File: src/rtl/bat_amateur_pkg.sv
// -----------------------------------------------------------------------------
// bat_amateur_pkg
// Shared definitions for the program loader: word/address widths, the RAM
// read/write polarity constant and the loader state encoding.
// -----------------------------------------------------------------------------
package bat_amateur_pkg;

    localparam int unsigned WORD_W = 16;
    localparam int unsigned ADDR_W = 16;

    // Level on EXT_RAM_RW that selects a RAM write on the target board.
    localparam logic RAM_WR_LEVEL = 1'b0;

    typedef enum logic [2:0] {
        ST_IDLE   = 3'd0,
        ST_LEN_HI = 3'd1,
        ST_LEN_LO = 3'd2,
        ST_DAT_HI = 3'd3,
        ST_DAT_LO = 3'd4,
        ST_SETUP  = 3'd5,
        ST_STROBE = 3'd6,
        ST_FINISH = 3'd7
    } loader_state_e;

endpackage

File: src/rtl/byte_pair_assembler.sv
// -----------------------------------------------------------------------------
// byte_pair_assembler
// Captures the high byte of a big-endian pair and presents the merged 16-bit
// word while the low byte is on the input, so the caller can register the
// word on the same edge that accepts the low byte.
//
// Ports
//   clk      in   clock
//   rst_n    in   asynchronous active-low reset
//   hi_load  in   capture byte_in as the high byte on this edge
//   byte_in  in   current serial byte (the low byte when the word is used)
//   word     out  {captured high byte, byte_in}
// -----------------------------------------------------------------------------
module byte_pair_assembler
    import bat_amateur_pkg::*;
(
    input  logic              clk,
    input  logic              rst_n,
    input  logic              hi_load,
    input  logic [7:0]        byte_in,
    output logic [WORD_W-1:0] word
);

    logic [7:0] hi_r;

    // High-byte holding register, loaded when the loader accepts a HI byte.
    always_ff @(posedge clk or negedge rst_n) begin
        if (!rst_n) begin
            hi_r <= 8'h00;
        end else if (hi_load) begin
            hi_r <= byte_in;
        end else begin
            hi_r <= hi_r;
        end
    end

    assign word = {hi_r, byte_in};

endmodule

File: src/rtl/prog_loader.sv
// -----------------------------------------------------------------------------
// prog_loader
// Receives a length-prefixed, big-endian byte stream and writes the words to
// external RAM starting at BASE_ADDR while holding the CPU in HALT.
// Each word is presented for one SETUP cycle, then strobed for exactly one
// STROBE cycle with address, data and direction held stable.
//
// Ports
//   CLK         in   clock, rising edge
//   RST         in   asynchronous active-low reset
//   START       in   begin a load (only honoured in IDLE)
//   BYTE_IN     in   serial program byte
//   BYTE_VALID  in   BYTE_IN valid
//   BYTE_READY  out  loader accepts BYTE_IN this cycle
//   HALT        out  CPU held, RAM owned by loader
//   ADDRESS     out  RAM write address
//   DATA        out  RAM write data
//   EXT_RAM_EN  out  RAM enable strobe
//   EXT_RAM_RW  out  RAM direction (WR_LEVEL = write)
//   DONE        out  one-cycle pulse at the end of a load
// -----------------------------------------------------------------------------
module prog_loader
    import bat_amateur_pkg::*;
#(
    parameter logic [ADDR_W-1:0] BASE_ADDR = 16'h0000,
    parameter logic              WR_LEVEL  = RAM_WR_LEVEL
) (
    input  logic              CLK,
    input  logic              RST,
    input  logic              START,
    input  logic [7:0]        BYTE_IN,
    input  logic              BYTE_VALID,
    output logic              BYTE_READY,
    output logic              HALT,
    output logic [ADDR_W-1:0] ADDRESS,
    output logic [WORD_W-1:0] DATA,
    output logic              EXT_RAM_EN,
    output logic              EXT_RAM_RW,
    output logic              DONE
);

    loader_state_e     state_r;
    logic [ADDR_W-1:0] addr_r;
    logic [WORD_W-1:0] rem_r;
    logic [WORD_W-1:0] word_s;
    logic              xfer_s;
    logic              hi_load_s;

    // A byte moves only when both sides agree on the same edge.
    assign xfer_s    = BYTE_VALID & BYTE_READY;
    assign hi_load_s = xfer_s & ((state_r == ST_LEN_HI) | (state_r == ST_DAT_HI));

    byte_pair_assembler u_asm (
        .clk     (CLK),
        .rst_n   (RST),
        .hi_load (hi_load_s),
        .byte_in (BYTE_IN),
        .word    (word_s)
    );

    // Loader FSM with registered outputs, address counter and word counter.
    always_ff @(posedge CLK or negedge RST) begin
        if (!RST) begin
            state_r    <= ST_IDLE;
            HALT       <= 1'b0;
            BYTE_READY <= 1'b0;
            EXT_RAM_EN <= 1'b0;
            EXT_RAM_RW <= ~WR_LEVEL;
            DONE       <= 1'b0;
            ADDRESS    <= BASE_ADDR;
            DATA       <= 16'h0000;
            addr_r     <= BASE_ADDR;
            rem_r      <= 16'h0000;
        end else begin
            // DONE and the strobe are single-cycle; re-asserted explicitly below.
            DONE       <= 1'b0;
            EXT_RAM_EN <= 1'b0;
            case (state_r)
                ST_IDLE: begin
                    if (START) begin
                        state_r    <= ST_LEN_HI;
                        HALT       <= 1'b1;
                        BYTE_READY <= 1'b1;
                    end
                end
                ST_LEN_HI: begin
                    if (xfer_s) begin
                        state_r <= ST_LEN_LO;
                    end
                end
                ST_LEN_LO: begin
                    if (xfer_s) begin
                        if (word_s == 16'h0000) begin
                            state_r    <= ST_FINISH;
                            BYTE_READY <= 1'b0;
                            DONE       <= 1'b1;
                        end else begin
                            state_r <= ST_DAT_HI;
                            addr_r  <= BASE_ADDR;
                            rem_r   <= word_s;
                        end
                    end
                end
                ST_DAT_HI: begin
                    if (xfer_s) begin
                        state_r <= ST_DAT_LO;
                    end
                end
                ST_DAT_LO: begin
                    if (xfer_s) begin
                        state_r    <= ST_SETUP;
                        BYTE_READY <= 1'b0;
                        ADDRESS    <= addr_r;
                        DATA       <= word_s;
                        EXT_RAM_RW <= WR_LEVEL;
                    end
                end
                ST_SETUP: begin
                    state_r    <= ST_STROBE;
                    EXT_RAM_EN <= 1'b1;
                end
                ST_STROBE: begin
                    // Direction returns to idle level only once the strobe ends.
                    EXT_RAM_RW <= ~WR_LEVEL;
                    if (rem_r == 16'd1) begin
                        state_r <= ST_FINISH;
                        DONE    <= 1'b1;
                    end else begin
                        state_r    <= ST_DAT_HI;
                        addr_r     <= addr_r + 16'd1;
                        rem_r      <= rem_r - 16'd1;
                        BYTE_READY <= 1'b1;
                    end
                end
                ST_FINISH: begin
                    state_r <= ST_IDLE;
                    HALT    <= 1'b0;
                end
                default: begin
                    state_r    <= ST_IDLE;
                    HALT       <= 1'b0;
                    BYTE_READY <= 1'b0;
                    EXT_RAM_RW <= ~WR_LEVEL;
                end
            endcase
        end
    end

endmodule

File: config.mk
export PLATFORM = sky130hd
export DESIGN_NAME = prog_loader
export DESIGN_NICKNAME = d
export VERILOG_FILES = /design/src/rtl/bat_amateur_pkg.sv /design/src/rtl/byte_pair_assembler.sv /design/src/rtl/prog_loader.sv
export SDC_FILE = /design/constraint.sdc
export NUM_CORES = 1
export LEC_CHECK = 0
export ABC_AREA = 1
export BUFFER_PORTS_ARGS = -buffer_cell sky130_fd_sc_hd__buf_2
export CAP_MARGIN = 20
export CORE_MARGIN = 2
export CORE_UTILIZATION = 63
export CTS_CLUSTER_SIZE = 16
export DETAILED_ROUTE_END_ITERATION = 10
export GPL_TIMING_DRIVEN = 0
export HOLD_SLACK_MARGIN = 0.12
export MAX_ROUTING_LAYER = met4
export PLACE_DENSITY = 0.85
export SKIP_LAST_GASP = 1
export SLEW_MARGIN = 20
export SYNTH_ARGS = -nofsm -noshare
export SYNTH_HDL_FRONTEND = slang
export SYNTH_SLANG_ARGS = --single-unit
File: constraint.sdc
create_clock -name CLK -period 5 [get_ports CLK]
set_clock_uncertainty 0.1 [all_clocks]
set_input_delay 0.5 -clock CLK [delete_from_list [all_inputs] [get_ports CLK]]
set_output_delay 0.5 -clock CLK [all_outputs]
set_load 0.02 [all_outputs]
; Word-level counts from Yosys, hierarchy flattened
; Cells that the tools add are included.
[totals]
input_bits = 12
output_inout_bits = 37
register_bits = 80
[op_classes]
reduce_logical = 12
bitwise = 3
muxes = 29
n_eq_ne = 16
addsub = 2
[ops]
columns = cell, count
row1 = $mux W16, 6
row2 = $pmux W16 S2, 2
row3 = $pmux W3 S8, 1
row4 = $mux W3, 7
row5 = $add A16 B1 Y16 const B, 1
row6 = $eq A16 B1 Y1 const B, 1
row7 = $logic_not A16 Y1, 1
row8 = $ne A2 B2 Y1 const B, 8
row9 = $sub A16 B1 Y16 const B, 1
row10 = $eq A3 B3 Y1 const B, 4
row11 = $mux W1, 9
row12 = $eq A3 B2 Y1 const B, 2
row13 = $pmux W1 S2, 3
row14 = $reduce_and A2 Y1, 3
row15 = $reduce_and A6 Y1, 1
row16 = $reduce_bool A2 Y1, 3
row17 = $reduce_and A5 Y1, 1
row18 = $pmux W1 S4, 1
row19 = $reduce_and A4 Y1, 1
row20 = $reduce_bool A4 Y1, 1
row21 = $eq A3 B1 Y1 const B, 1
row22 = $logic_not A3 Y1, 1
row23 = $and A1 B1 Y1, 2
row24 = $or A1 B1 Y1, 1

; Depth between registers and ports, before layout
[logic_depth]
ltp_word = 4
ltp_mapped = 13
ltp_nobuf = 11

; By module
; A second synthesis with hierarchy kept.
[hier_totals]
cells_unflattened = 560
area_unflattened_um2 = 4347.9
[by_module_without_submodules]
columns = module, n_inst, seq_area_each_um2, cells_per_inst, area_each_um2
row1 = prog_loader, 1, 1803.0, 518, 3982.6
row2 = byte_pair_assembler, 1, 200.2, 42, 365.4

; Worst setup path after synthesis
; OpenSTA, ideal clock, no wires.
[synth_timing]
path_kind = flip-flop to flip-flop
startpoint = reg state_r[0]
endpoint = reg rem_r[1]
n_path_buf = 2
slack_ns = 3.127
t_required_ns = 4.782
arrival_time_ns = 1.654
stages_incl_launch_ff = 14
path_cell_list = dfrtp_1 inv_1 ha_1 nand2_4 inv_2 nand2_1 nor2_2 nand3_2 nand2_2 nor2_1 buf_6 buf_6 nand2_1 o21ai_2
[synth_between]
elab_chain_len = 3
word_cells_on_any_way = 8
cone_classes = eq/ne (5) / mux (1) / reduce/logical (2)
[synth_rtl]
columns = element, line_no
row1 = start: declaration, prog_loader.sv:42  ; loader_state_e state_r;
row2 = start signal: assignment, prog_loader.sv:64  ; state_r <= ST_IDLE;
row3 = start signal: assignment, prog_loader.sv:81  ; state_r <= ST_LEN_HI;
row4 = start signal: assignment, prog_loader.sv:88  ; state_r <= ST_LEN_LO;
row5 = $eq A3 B3 Y1 or $eq A3 B2 Y1 (tied branches), prog_loader.sv:78  ; case (state_r)
row6 = $ne A2 B2 Y1 (no line) or $reduce_bool A2 Y1 (tied branches), -
row7 = $reduce_and A4 Y1 (no line), -
row8 = end signal: assignment, prog_loader.sv:100  ; rem_r <= word_s;
row9 = end signal: assignment, prog_loader.sv:131  ; rem_r <= rem_r - 16'd1;
row10 = end: declaration, prog_loader.sv:44  ; logic [WORD_W-1:0] rem_r;
; Parallel ways exist; a longest one is shown, timed or not.
; A chain may end at the register's enable or synchronous reset.

; Worst setup path in the final report
[layout_timing]
startpoint = reg state_r[0]
endpoint = reg addr_r[3]
[layout_between]
elab_chain_len = 3
word_cells_on_any_way = 8
cone_classes = eq/ne (5) / mux (1) / reduce/logical (2)
[layout_rtl]
columns = element, line_no
row1 = $eq A3 B3 Y1 or $eq A3 B2 Y1 (tied branches), prog_loader.sv:78
row2 = $ne A2 B2 Y1 (no line) or $reduce_bool A2 Y1 (tied branches), -
row3 = $reduce_and A4 Y1 (no line), -
row4 = end signal: assignment, prog_loader.sv:130  ; addr_r <= addr_r + 16'd1;
row5 = end: declaration, prog_loader.sv:43  ; logic [ADDR_W-1:0] addr_r;
; Parallel ways exist; a longest one is shown, timed or not.

==> flow_summary_export.csv <==
group,metric,value,unit
sta,finalMaxSlewViolations,0,
sta,slew_headroom,0.595,
sta,fin_crit_sh,0.466,
pwr,p_leak,2.45,nW
logic_synthesis,synth-simple-area-share,0.308,
sta,finalSetupViolCount,0,
clock_network,clock_latency,0.36,ns
sta,worst_slew_pin_slew,0.607,ns
routing,num_vias,4025,
pwr,power-per-cell-area,583,nW/um^2
layout,antenna_cells,0,
clock_network,clockBufferDepth,2,
sta,tns,0,ns
clock_network,cts_max_level,3,
clock_network,cts_num_sinks,80,
logic_synthesis,synth_xor_area_frac,0.0104,
critical_path,cp_top_family,"simple AND/OR/NAND/NOR gates",
sta,rsz0062_at_grt,"false",
logic_synthesis,synthAdderAreaFrac,0.0207,
logic_synthesis,ys.warnings.count,0,
critical_path,start_kind,"register",
logic_synthesis,synth_area_per_cell,7.49,um^2
die,start_util,0.658,
layout,layout_commonest_cell,"nand2_1",
die,die_w,85.9,um
layout,layout.nets,644,
clock_network,root_buffer,"clkbuf_8",
critical_path,cp.required,5.13,ns
critical_path,crit_slowest_cell,"clkbuf_1",
routing,drtAntennaViolNets,0,
logic_synthesis,syn-num-nets,583,
die,coreArea,6420,um^2
place,hpwl,7860,um
routing,wl,10900,um
pwr,ir_worst_vdd,0.367,mV
sta,hold_viol,0,
critical_path,cp_cell_sequence,"inv_1, ha_1, nand2_4, inv_2, nand2_1, nor2_2, nand3_2, nand2_2, nor2_1, clkbuf_1, o21ai_0",
logic_synthesis,ys_seq_elements,80,
layout,stdcell_count,707,
global_route,grt.total_usage,0.326,
routing,viasPerCell,5.69,
routing,post-route-drc-count,1,
global_route,grt_antenna_before_repair,0,
logic_synthesis,yosysSeqAreaShare,0.474,
global_route,use_met2,0.488,
die,die-area,7370,um^2
sta,clock.fmax,429,MHz
place,dp.cells,690,
routing,post_drt_wl_per_cell,15.4,um
worst_hold_path,hp-class,"in2reg",
critical_path,worstPathMaxFanout,10,
layout,layout_common_cells,"nand2_1, nor2_1, dfrtp_1",
logic_synthesis,synth_cell_types,32,
global_route,grt.busiest_layer,"met2",
critical_path,cpPeakStageDelay,0.42,ns
flow_run,drv_cap,0,
global_route,grt_first_pass_wirelength,18000,um
place,portBuffers,48,
die,rows,29,
global_route,grt_overflow,0,
global_route,grt_max_degree,46,
layout,drive_gt1_frac,0.152,
clock_network,cts_tree,"done",
pwr,power,2.81,mW
logic_synthesis,synth_top_family_by_area,"simple AND/OR/NAND/NOR gates",
clock_network,cts_inserted_buffers,9,
logic_synthesis,syn_inst,564,
die,io_pins,49,
layout,syn2layout_area_growth,14.0,%
global_route,gr-usage-met3,0.0616,
routing,drt_first_pass_iters,11,
clock_network,cts_resized,0,
die,die_h,85.9,um
logic_synthesis,synth-compound-area-share,0.0969,
logic_synthesis,syn_area,4220,um^2
critical_path,crit_type,"reg2reg",
logic_synthesis,synthMuxAreaShare,0.0160,
critical_path,arrival,2.46,ns
critical_path,endpoint_kind,"register",
sta,hold_ws,0.317,ns
run_status,status,"complete, but fails checks",
global_route,use_met1,0.457,
critical_path,cp.buffers_inverters,3,
run_status,violations,"DRC",
routing,drtIter0Drc,395,
clock_network,path_clk_slew,0.08,ns
sta,min_period,2.33,ns
place,gp_congestion,0.923,
global_route,grt_pass1_vias,3721,
state kept, by name, indices dropped and copies added (netlist names):
register and flops:
ADDRESS 16, DATA 16, addr_r 16, rem_r 16, u_asm.hi_r 8, state_r 3, BYTE_READY 1, DONE 1
EXT_RAM_EN 1, EXT_RAM_RW 1, HALT 1
synth_stat cells:
library cell  instances  area [um^2]
or2_2                 2         12.5
nand4_1               7         43.8
buf_4                 1         7.51
nand3_2               1         10.0
dfstp_2               1         26.3
inv_1                53          199
nand3_1              36          180
nand2_4               1         11.3
a21oi_1              27          135
a31oi_1               1         6.26
and2_1                2         12.5
nor3_1                2         10.0
o21ai_1               3         15.0
o21ai_0              30          150
xor2_1                4         35.0
nor2_2                1         6.26
mux2_2                6         67.6
o31ai_1               1         7.51
buf_6                 4         45.0
dfrtp_1              79         1980
nand2_2               1         6.26
ha_1                  7         87.6
buf_2                 4         20.0
clkbuf_1              9         33.8
o21ai_2               8         70.1
o21bai_1              2         15.0
xnor2_1               1         8.76
inv_2                 1         3.75
a32o_1                1         10.0
nor2_1              101          379
nand2_1             166          623
nand3b_1              1         7.51
through the flow:
stage	instance area, um^2	util	setup WS, ns
final	4810	0.749	2.67
after global routing	4810	0.749	2.49
after CTS	4810	0.749	2.66
after detailed placement	4590	0.715	2.68
after global placement	4560	0.710	2.76
after floorplan	4220	-	3.13
cells by family (layout without fill, tap and decap cells):
kind of cell | Yosys count | count (layout)
xor gates and xnor gates | 5 | 5
adders and majority gates | 7 | 7
buffers and inverters | 72 | 138
and+or+nand+nor | 321 | 321
AOI/OAI and AO/OA | 73 | 73
DFF | 80 | 80
muxes | 6 | 6
report_power, final:
part	switching (mW)	total [mW]	internal [mW]
sequential	0.184	1.07	0.887
combinational	0.806	1.22	0.416
clock	0.242	0.514	0.272
routing by layer:
metal	routed length [um]	vias to the layer above
li1	-	1908
met1	4800	1876
met2	4940	221
met3	924	20
met4	191	0
met5	0	-
layout make-up:
cell class                 count  area [um^2]
multi-input combinational    412         1910
tap                           77         96.3
buffer                        18          106
inverter                      54          203
fill                         482         1610
sequential                    80         2000
clock inverter                 4         48.8
clock buffer                  12          165
timing repair buffer          50          280
path summary, 6_finish.rpt:
path,start,to,slack [ns],depth (start not counted)
min,START,HALT,0.32,2
max in group asynchronous,RST,EXT_RAM_RW,3.63,3
max reg2reg,state_r[0],addr_r[3],2.67,11
max,state_r[0],addr_r[3],2.67,11
min in group asynchronous,RST,rem_r[11],0.54,2
min reg2reg,EXT_RAM_RW,EXT_RAM_RW,0.38,2
timing repair:
item / 4_1_cts / 5_1_grt
hold buffers: 1 / 0
buffers inserted: 0 / 0
endpoints found under the setup margin: 0 / 0
hold endpoints to repair: 35 / 0
worst register-to-register path: cells and delay by family (launching register included):
kind	cells	cell delay, ns
simple gates	6	0.66
buf+inv	3	0.59
flops	1	0.38
fa+ha+maj	1	0.30
compound gates	1	0.16
Note: power is estimated with default switching activity, not from simulation.
